### config.mk
export PLATFORM = sky130hd
export DESIGN_NAME = pipelined_mac_unit
export DESIGN_NICKNAME = d
export VERILOG_FILES = /design/src/rtl/mac_pkg.sv /design/src/rtl/fast_unsigned_multiplier.sv /design/src/rtl/pipelined_mac_unit.sv
export SDC_FILE = /design/constraint.sdc
export NUM_CORES = 1
export LEC_CHECK = 0
export ABC_AREA = 0
export CORE_MARGIN = 2
export CORE_UTILIZATION = 45
export CTS_BUF_LIST = sky130_fd_sc_hd__clkbuf_2
export DETAILED_ROUTE_END_ITERATION = 10
export PLACE_DENSITY_LB_ADDON = 0.3
export SLEW_MARGIN = 10
export SYNTH_ARGS = -nofsm -noshare
export SYNTH_HDL_FRONTEND = slang
export SYNTH_SLANG_ARGS = --single-unit
### constraint.sdc
create_clock -name iClk -period 10.7 [get_ports iClk]
set_clock_uncertainty 0.1 [all_clocks]
set_input_delay 1.605 -clock iClk [delete_from_list [all_inputs] [get_ports iClk]]
set_output_delay 1.605 -clock iClk [all_outputs]
set_load 0.1 [all_outputs]
### src/rtl/mac_pkg.sv
// Shared defaults and state encoding for the pipelined MAC unit.
package mac_pkg;

  localparam int DEF_INPUT_LENGTH = 16;
  localparam int DEF_ACC_LENGTH   = 40;

  // ACCUM: taking operand pairs; DONE: holding a finished dot product.
  typedef enum logic {
    ACCUM = 1'b0,
    DONE  = 1'b1
  } mac_state_e;

endpackage

### src/rtl/fast_unsigned_multiplier.sv
// Combinational unsigned multiplier sitting between the S1 and S2 registers.
module fast_unsigned_multiplier #(
  parameter int INPUT_LENGTH  = 16,
  parameter int OUTPUT_LENGTH = 32
) (
  input  logic [INPUT_LENGTH-1:0]  a_i,
  input  logic [INPUT_LENGTH-1:0]  b_i,
  output logic [OUTPUT_LENGTH-1:0] product_o
);

  // Widen both operands first so the product is computed at full width.
  assign product_o = OUTPUT_LENGTH'(a_i) * OUTPUT_LENGTH'(b_i);

endmodule

### src/rtl/pipelined_mac_unit.sv
// Three-stage unsigned multiply-accumulate computing one dot product per
// vector: S1 operand register, S2 product register, S3 accumulator.
// The finished sum is held in DONE until the consumer takes it.
module pipelined_mac_unit
  import mac_pkg::*;
#(
  parameter int INPUT_LENGTH = DEF_INPUT_LENGTH,
  parameter int ACC_LENGTH   = DEF_ACC_LENGTH
) (
  input  logic                    iClk,
  input  logic                    iRstN,
  input  logic [INPUT_LENGTH-1:0] iA,
  input  logic [INPUT_LENGTH-1:0] iB,
  input  logic                    iValid,
  input  logic                    iLast,
  output logic                    oReady,
  output logic                    oValid,
  input  logic                    iReady,
  output logic [ACC_LENGTH-1:0]   oAcc,
  output logic                    oOverflow
);

  localparam int PROD_W = 2 * INPUT_LENGTH;
  localparam int SUM_W  = ACC_LENGTH + 1;

  // Pipeline registers
  logic                    s1_valid_q, s1_last_q;
  logic [INPUT_LENGTH-1:0] s1_a_q, s1_b_q;
  logic                    s2_valid_q, s2_last_q;
  logic [PROD_W-1:0]       s2_prod_q;
  logic [PROD_W-1:0]       product;

  // Accumulator and control
  mac_state_e              state_q, state_d;
  logic [ACC_LENGTH-1:0]   acc_q, acc_d;
  logic                    ovf_q, ovf_d;
  logic [SUM_W-1:0]        sum;
  logic                    accept;

  // Once a last-tagged pair is in flight, hold off the next vector so its
  // pairs cannot be summed into the current result.
  assign oReady = (state_q == ACCUM)
                  && !(s1_valid_q && s1_last_q)
                  && !(s2_valid_q && s2_last_q);
  assign accept = iValid && oReady;

  fast_unsigned_multiplier #(
    .INPUT_LENGTH (INPUT_LENGTH),
    .OUTPUT_LENGTH(PROD_W)
  ) u_mult (
    .a_i      (s1_a_q),
    .b_i      (s1_b_q),
    .product_o(product)
  );

  // The extra top bit of the sum is the carry out of the accumulator.
  assign sum = SUM_W'(acc_q) + SUM_W'(s2_prod_q);

  // S1/S2 pipeline: items advance every cycle, there is no stall path.
  // NOTE: sequential state uses non-blocking assignments so every register
  // samples the pre-edge values of the others, regardless of statement order.
  always_ff @(posedge iClk or negedge iRstN) begin
    if (!iRstN) begin
      s1_valid_q <= 1'b0;
      s1_last_q  <= 1'b0;
      s1_a_q     <= '0;
      s1_b_q     <= '0;
      s2_valid_q <= 1'b0;
      s2_last_q  <= 1'b0;
      s2_prod_q  <= '0;
    end else begin
      s1_valid_q <= accept;
      s1_last_q  <= accept && iLast;
      s1_a_q     <= iA;
      s1_b_q     <= iB;
      s2_valid_q <= s1_valid_q;
      s2_last_q  <= s1_valid_q && s1_last_q;
      s2_prod_q  <= product;
    end
  end

  // Next-state logic: accumulate in ACCUM, release and clear in DONE.
  // NOTE: every signal gets a default first so no path leaves it unassigned,
  // which would otherwise infer a latch.
  always_comb begin
    state_d = state_q;
    acc_d   = acc_q;
    ovf_d   = ovf_q;
    unique case (state_q)
      ACCUM: begin
        if (s2_valid_q) begin
          acc_d = sum[ACC_LENGTH-1:0];
          ovf_d = ovf_q | sum[ACC_LENGTH];
          if (s2_last_q) state_d = DONE;
        end
      end
      DONE: begin
        if (iReady) begin
          state_d = ACCUM;
          acc_d   = '0;
          ovf_d   = 1'b0;
        end
      end
      default: state_d = ACCUM;
    endcase
  end

  // State, accumulator and sticky overflow registers.
  always_ff @(posedge iClk or negedge iRstN) begin
    if (!iRstN) begin
      state_q <= ACCUM;
      acc_q   <= '0;
      ovf_q   <= 1'b0;
    end else begin
      state_q <= state_d;
      acc_q   <= acc_d;
      ovf_q   <= ovf_d;
    end
  end

  // Result is only presented while valid; otherwise outputs read as zero.
  assign oValid    = (state_q == DONE);
  assign oAcc      = oValid ? acc_q : '0;
  assign oOverflow = oValid && ovf_q;

endmodule
== Word level (Yosys, flattened, before mapping) ==
Index checks and enable logic that the tools add are counted.

* Bits in registers: 110
* Input bits: 37
* Output and inout bits: 43
* Logic and storage cells: 37

* $add $sub $neg: 1
* Multipliers: 1
* Eq/ne operators: 2
* Multiplexer cells: 11
* Bitwise operators: 2
* Reductions and logical operators: 10

{| class="wikitable"
|+ Operator list
! cell !! number
|-
| 40-bit two-way mux || 3
|-
| 40-bit case mux with 2 select lines || 1
|-
| 40-bit by 32-bit adder with 41-bit output || 1
|-
| 16-bit by 16-bit multiplier with 32-bit output || 1
|-
| 1-bit logical AND || 7
|-
| 1-bit two-way mux || 5
|-
| 2-bit inequality test, second input constant || 2
|-
| 1-bit case mux with 2 select lines || 2
|-
| 1-bit zero test || 2
|-
| 2-bit AND reduction || 1
|-
| 1-bit inverter || 1
|-
| 1-bit bitwise OR || 1
|}

== Longest topological paths before layout ==
Gate-level depths: netlist of run 1.

* Depth in word-level cells: 6
* Depth in mapped cells: 24
* Gate-level depth less buffers: 23

== Modules after synthesis ==
Synthesis of run 1 repeated with hierarchy kept, for this count alone.

* Cell total of the unflattened synthesis: 1,504
* Area, all modules: 13,935.9 µm²

{| class="wikitable"
|+ By module, submodules not included
! module !! instances !! cells each !! area each (µm²) !! seq. area each (µm²)
|-
| fast_unsigned_multiplier || 1 || 1,018 || 8,675.8 || 0.0
|-
| pipelined_mac_unit || 1 || 486 || 5,260.0 || 2,752.6
|}

== Least setup slack after synthesis of run 1 ==
Ideal clock, no wire load.

* Path type: register -> register
* From: reg s1_b_q[7]
* To: reg s2_prod_q[29]
* Arrival: 5.934 ns
* Slack: 4.534 ns
* Cell stages (with the launch flop): 24
* Buffers on the path: 1
* Period minus slack after synthesis: 6.166 ns
* Cells stage by stage: dfrtp_1 -> clkbuf_1 -> nand2_1 -> fa_1 -> inv_1 -> fa_1 -> inv_1 -> fa_1 -> inv_1 -> fa_1 -> fa_1 -> inv_1 -> fa_1 -> inv_1 -> ha_1 -> a21o_1 -> a21oi_1 -> o21ai_0 -> a221o_1 -> a21oi_2 -> o21bai_2 -> a2111oi_2 -> nor3_1 -> xor2_1

* Word-level cells in the longest chain between the ends: 1

{| class="wikitable"
|+ Ends and longest elaborated chain
! what !! line !! RTL
|-
| start, declared || pipelined_mac_unit.sv:28 || <nowiki>logic [INPUT_LENGTH-1:0] s1_a_q, s1_b_q;</nowiki>
|-
| start signal, assigned || pipelined_mac_unit.sv:75 || <nowiki>s1_b_q <= iB;</nowiki>
|-
| 16-bit by 16-bit multiplier with 32-bit output || fast_unsigned_multiplier.sv:12 || <nowiki>assign product_o = OUTPUT_LENGTH'(a_i) * OUTPUT_LENGTH'(b_i);</nowiki>
|-
| net product[29] || pipelined_mac_unit.sv:31 || <nowiki>logic [PROD_W-1:0] product;</nowiki>
|-
| end signal, assigned || pipelined_mac_unit.sv:78 || <nowiki>s2_prod_q <= product;</nowiki>
|-
| end, declared || pipelined_mac_unit.sv:30 || <nowiki>logic [PROD_W-1:0] s2_prod_q;</nowiki>
|}

The timed path passes the listed nets, and every way through them passes these cells.
A chain may end at the register's enable or synchronous reset.

== Worst setup path after layout of run 1 ==
* From: reg s1_b_q[9]
* To: reg s2_prod_q[29]

Same word-level chain as after synthesis.

==> results of run 1 <==
metrics by stage:
stage | setup slack (ns) | utilization (%) | area, um2 | cells
2_1_floorplan | 4.53 | - | 13500 | 1414
3_3_place_gp | 4.24 | 49.4 | 14700 | 1834
3_5_place_dp | 4.14 | 49.4 | 14700 | 1834
4_1_cts | 4.08 | 49.8 | 14800 | 1849
5_1_grt | 3.69 | 49.8 | 14800 | 1850
6_report | 4.04 | 49.8 | 14800 | 1850
placed cells by master, fill, tap and decap left out, types with 4 or more instances in the layout:
cell               n
a211oi_1          10
a21o_1            32
a21oi_1           42
a21oi_2            5
a22o_1            29
a31o_2             4
a31oi_1            5
and2_1           163
and3_1             8
buf_4              5
clkbuf_2           9
clkdlybuf4s50_1   78
dfrtp_1          110
fa_1             195
ha_1             136
inv_1            227
mux2i_1            9
nand2_1          180
nand2b_1           7
nand3_1           10
nand4_1            8
nor2_1            36
nor3_1             8
o211ai_1           5
o21a_1             8
o21ai_0           24
o21ai_1            6
xnor2_1           37
xor2_1            17
worst max-delay path, stage by stage (launching register included):
cell	delay, ns
dfrtp_1	0.87
nand2_1	0.15
fa_1	0.51
inv_1	0.05
fa_1	0.50
inv_1	0.05
fa_1	0.53
inv_1	0.05
fa_1	0.45
fa_1	0.49
inv_1	0.05
fa_1	0.47
inv_1	0.04
ha_1	0.35
a21o_1	0.21
a21oi_1	0.23
o21ai_0	0.15
a221o_1	0.40
a21oi_2	0.23
o21bai_2	0.12
a2111oi_2	0.30
nor3_1	0.11
xor2_1	0.15
sequential cells by signal (all words and copies together) (netlist names):
signal	cells
s1_last_q	1
s2_prod_q	32
s2_valid_q	1
s1_valid_q	1
s2_last_q	1
s1_b_q	16
acc_q	40
oValid	1
s1_a_q	16
ovf_q	1
path summary, 6_finish.rpt:
check / slack (ns) / end
max in group asynchronous: 8.46 / s2_prod_q[17]
setup / recovery: 4.04 / s2_prod_q[29]
min in group asynchronous: 0.76 / acc_q[28]
hold reg to reg: 0.32 / s2_valid_q
hold / removal: 0.32 / s2_valid_q
setup reg to reg: 4.04 / s2_prod_q[29]
per-layer routing:
| layer | routed length [um] | vias to the layer above |
|---|---|---|
| li1 | - | 4556 |
| met1 | 14600 | 4793 |
| met2 | 14100 | 240 |
| met3 | 1430 | 40 |
| met4 | 500 | 0 |
| met5 | 0 | - |
Yosys cell counts, types with 4 or more instances:
| cell | count |
|---|---|
| a211oi_1 | 10 |
| a21o_1 | 32 |
| a21oi_1 | 43 |
| a21oi_2 | 5 |
| a22o_1 | 29 |
| a31o_2 | 4 |
| a31oi_1 | 5 |
| and2_1 | 163 |
| and3_1 | 8 |
| clkbuf_1 | 48 |
| dfrtp_1 | 110 |
| fa_1 | 195 |
| ha_1 | 136 |
| inv_1 | 227 |
| mux2i_1 | 9 |
| nand2_1 | 180 |
| nand2b_1 | 7 |
| nand3_1 | 10 |
| nand4_1 | 8 |
| nor2_1 | 36 |
| nor3_1 | 8 |
| o211ai_1 | 5 |
| o21a_1 | 8 |
| o21ai_0 | 24 |
| o21ai_1 | 6 |
| xnor2_1 | 37 |
| xor2_1 | 17 |
layout make-up:
class / count / area share [%]
multi-input cells: 1024 / 66.0
flip-flops and latches: 110 / 18.6
diodes: 1 / 0.0170
inverters: 227 / 5.77
clock inverters: 6 / 0.407
repair buffers: 83 / 5.54
well taps: 390 / 3.31
clock buffers: 9 / 0.305
cells by family after synthesis:
| family | share of synthesized area [%] |
|---|---|
| and+or+nand+nor | 15.8 |
| adders and majority gates | 41.4 |
| buffers and inverters | 7.83 |
| AOI/OAI and AO/OA | 10.5 |
| DFF | 20.3 |
| xor gates and xnor gates | 3.49 |
| muxes | 0.665 |
==> flow_summary.json, run 1 <==
{
  "status": "finished, final reports clean",
  "cp.required_ns": 11.17,
  "cts_tree": "done",
  "tightest_slew_ns": 0.991,
  "insertion_delay_ns": 0.68,
  "synthCells": 1414,
  "cp_max_fo": 16,
  "grt.met2_usage_pct": 34.0,
  "min_path_type": "flop to flop",
  "clk_pin_slew_ns": 0.36,
  "wire_per_inst_um": 16.5,
  "reg2reg_from": "s1_b_q[9]",
  "start_kind": "flop",
  "syn_area_um2": 13500,
  "hold_viol": 0,
  "worst-endpoint-arrival_ns": 7.13,
  "overflow": 0,
  "fmax_mhz": 150,
  "ys_types": 58,
  "firstDrtPassIters": 6,
  "async_reset_ff_share_pct": 100,
  "finalSetupViolations": 0,
  "rows": 63,
  "htree_levels": 3,
  "timing.slew.headroom_pct": 33.7,
  "grt_util_met3_pct": 2.98,
  "grt.total_usage_pct": 20.6,
  "drv_slew": 0,
  "clock-root-buffer": "clkbuf_2",
  "viasPerCell": 5.20,
  "final-seq-area_um2": 2750,
  "hold_depth": 0,
  "ys_warn_count": 0,
  "fill_cells": 2808,
  "fp.dieH_um": 177,
  "r2r_cells": 22,
  "cts_max_path_buffers": 2,
  "antenna_left": 0,
  "dp_hpwl_mm": 24.0,
  "startpoint": "s1_b_q[9]",
  "ys.flop_type": "dfrtp_1",
  "cts_setup_buffers": 0,
  "nNetsFinal": 1823,
  "hold_start": "s1_valid_q",
  "avgSynthCellArea_um2": 9.58,
  "place_congestion": 0.874,
  "drc": 0,
  "cp-end-kind": "flop",
  "fp.dieW_um": 177,
  "post-synth-top-area-fraction_pct": 28.8,
  "grt_pass1_wl_mm": 51.2,
  "syn_nets": 1782,
  "port_buffers": 79,
  "wl_mm": 30.6,
  "critical_path_class": "flop to flop",
  "grt_pass1_vias": 10200,
  "hold_ws_ns": 0.316,
  "ctsResizeCount": 0,
  "drv_cap": 0,
  "drive_gt1_share_pct": 3.08,
  "synth-seq-cells": 110,
  "antenna_found_initial": 1,
  "yosysTopAreaCell": "fa_1",
  "cts.sinks": 110,
  "rsz0062_at_grt": "no",
  "ys_seq_area_share_pct": 20.3,
  "busiest_layer": "met2",
  "fp.dieArea_um2": 31500,
  "vias": 9629,
  "grt_max_degree": 65,
  "final.min_clock_period_ns": 6.66,
  "timing.final.crit_share_pct": 62.3,
  "hold_buffers": 0,
  "drt_iter0_drc": 512,
  "ioPinCount": 80,
  "initial_core_util_pct": 45.7,
  "tritoncts.num_buffers": 9,
  "fin_tns_setup_ns": 0,
  "synth_area_leaders": "fa_1 29%, dfrtp_1 20%, ha_1 13%",
  "multi_input_area_um2": 9740,
  "area_growth_pct": 9.00,
  "fp.coreArea_um2": 29600,
  "grtUsageMet1_pct": 29.0,
  "synth_edf_count": 0
}
Power of run 1 is left out: the tool's default activity adds up to more than one toggle a clock period on the data nets, which glitch-free logic cannot reach.
==> inputs of run 2 (changes only) <==
clock period = 6.4 ns   (was 10.7 ns; I/O delays follow)
==> flow_summary.json, run 2 (same netlist as run 1, synthesis figures left out) <==
{
  "start_kind": "flop",
  "insertion_delay_ns": 0.66,
  "finalSetupViolations": 0,
  "fp.dieArea_um2": 31500,
  "place_ws_ns": 0.0363,
  "tritoncts.num_buffers": 9,
  "nNetsFinal": 1875,
  "cts.sinks": 110,
  "critical_path_class": "flop to flop",
  "firstDrtPassIters": 7,
  "cts_max_path_buffers": 2,
  "grt_pass1_wl_mm": 51.4,
  "rows": 63,
  "cp-end-kind": "flop",
  "crit_buf_inv": 6,
  "clock-root-buffer": "clkbuf_2",
  "cts_tree": "done",
  "fill_cells": 2758,
  "drive_gt1_share_pct": 8.13,
  "viasPerCell": 5.11,
  "drc": 0,
  "htree_levels": 3,
  "initial_core_util_pct": 45.7,
  "timing.slew.headroom_pct": 33.7,
  "clk_pin_slew_ns": 0.35,
  "grt.total_usage_pct": 20.7,
  "cp_common_cell": "fa_1",
  "final.min_clock_period_ns": 6.16,
  "startpoint": "s1_a_q[7]",
  "vias": 9717,
  "wl_mm": 31.1,
  "drt_iter0_drc": 690,
  "port_buffers": 79,
  "fp.dieW_um": 177,
  "worst-endpoint-arrival_ns": 6.64,
  "tightest_slew_ns": 0.991,
  "fp.dieH_um": 177,
  "drv_cap": 0,
  "drv_slew": 0,
  "antenna_found_initial": 1,
  "cp_slowest_cell": "fa_1",
  "cp_max_fo": 10,
  "status": "finished, final reports clean",
  "hold_buffers": 0,
  "critPathMaxStageDelay_ns": 0.53,
  "dp_hpwl_mm": 25.0,
  "critPathTopFamily": "adder cells",
  "min_path_type": "input pin to asynchronous set/reset pin",
  "place_congestion": 0.924,
  "grt_max_degree": 64,
  "wire_per_inst_um": 16.3,
  "area_growth_pct": 12.6,
  "reg2reg_from": "s1_a_q[7]",
  "largest_register": "acc_q",
  "cp.required_ns": 6.88,
  "crit_path_cell_trace": "buf_4 > and2_1 > fa_1 > inv_1 > fa_1 > fa_1 > inv_1 > fa_1 > fa_1 > inv_1 > fa_1 > inv_1 > ha_1 > inv_1 > nor4b_2 > a211oi_2 > o211ai_1 > a31oi_2 > nor2_2 > nor2_1 > o21ai_0 > a21oi_1 > xnor2_1",
  "fp.coreArea_um2": 29600,
  "antenna_left": 0,
  "final_cell_mix": "227 x inv_1, 195 x fa_1, 180 x nand2_1",
  "overflow": 0,
  "fmax_mhz": 162,
  "reg_top3": "acc_q (40), s2_prod_q (32)",
  "layout_commonest_cell": "inv_1",
  "setup_slack_ns": 0.237,
  "grt_pass1_vias": 10200,
  "hold_viol": 0,
  "ioPinCount": 80,
  "timing.final.crit_share_pct": 96.3,
  "largest_register_ffs": 40
}
## run 2: final cells by class
type	instances	area, um2	area share, %
Clock inverter	6	76.3	0.500
Clock buffer	10	50.0	0.328
Timing Repair Buffer	135	1230	8.07
Inverter	227	852	5.59
Sequential cell	110	2770	18.2
Multi-Input combinational cell	1024	9780	64.1
Antenna cell	1	2.50	0.0164
Tap cell	390	488	3.20
## run 2: timing repair
item                                    in CTS  in global routing
endpoints found under the setup margin       1                 10
endpoints found under the hold margin        0                  0
gates resized for setup                      1                 25
buffers inserted                             0                 21
pin swaps                                    0                  9
## run 2: metal layers
metal,wire [um],track usage (%),vias to the layer above
met5,0,0,-
met2,14400,33.4,271
met1,14600,29.4,4756
met4,391,4.17,0
met3,1740,3.36,30
li1,-,-,4660
## run 2: metrics by stage
step,setup TNS (ns),utilization [%],cell area [um2],hold slack [ns],cells
2_1_floorplan,0,-,13500,0.247,1414
3_3_place_gp,0,50.2,14900,0.256,1865
3_5_place_dp,0,50.2,14900,0.256,1865
4_1_cts,0,50.7,15000,0.0597,1881
5_1_grt,-0.154,51.5,15300,0.0701,1903
6_report,0,51.5,15300,0.114,1903
## run 2: path summary, 6_finish.rpt
path                            endpoint  slack (ns)  cells past startpoint
min reg2reg                   s2_valid_q        0.31                      0
max in group asynchronous      s1_a_q[4]        4.78                      2
min in group iClk             s2_valid_q        0.31                      0
max reg2reg                s2_prod_q[28]        0.24                     23
min                            acc_q[28]        0.11                      1
max                        s2_prod_q[28]        0.24                     23
Power of run 2 is left out for the same reason.
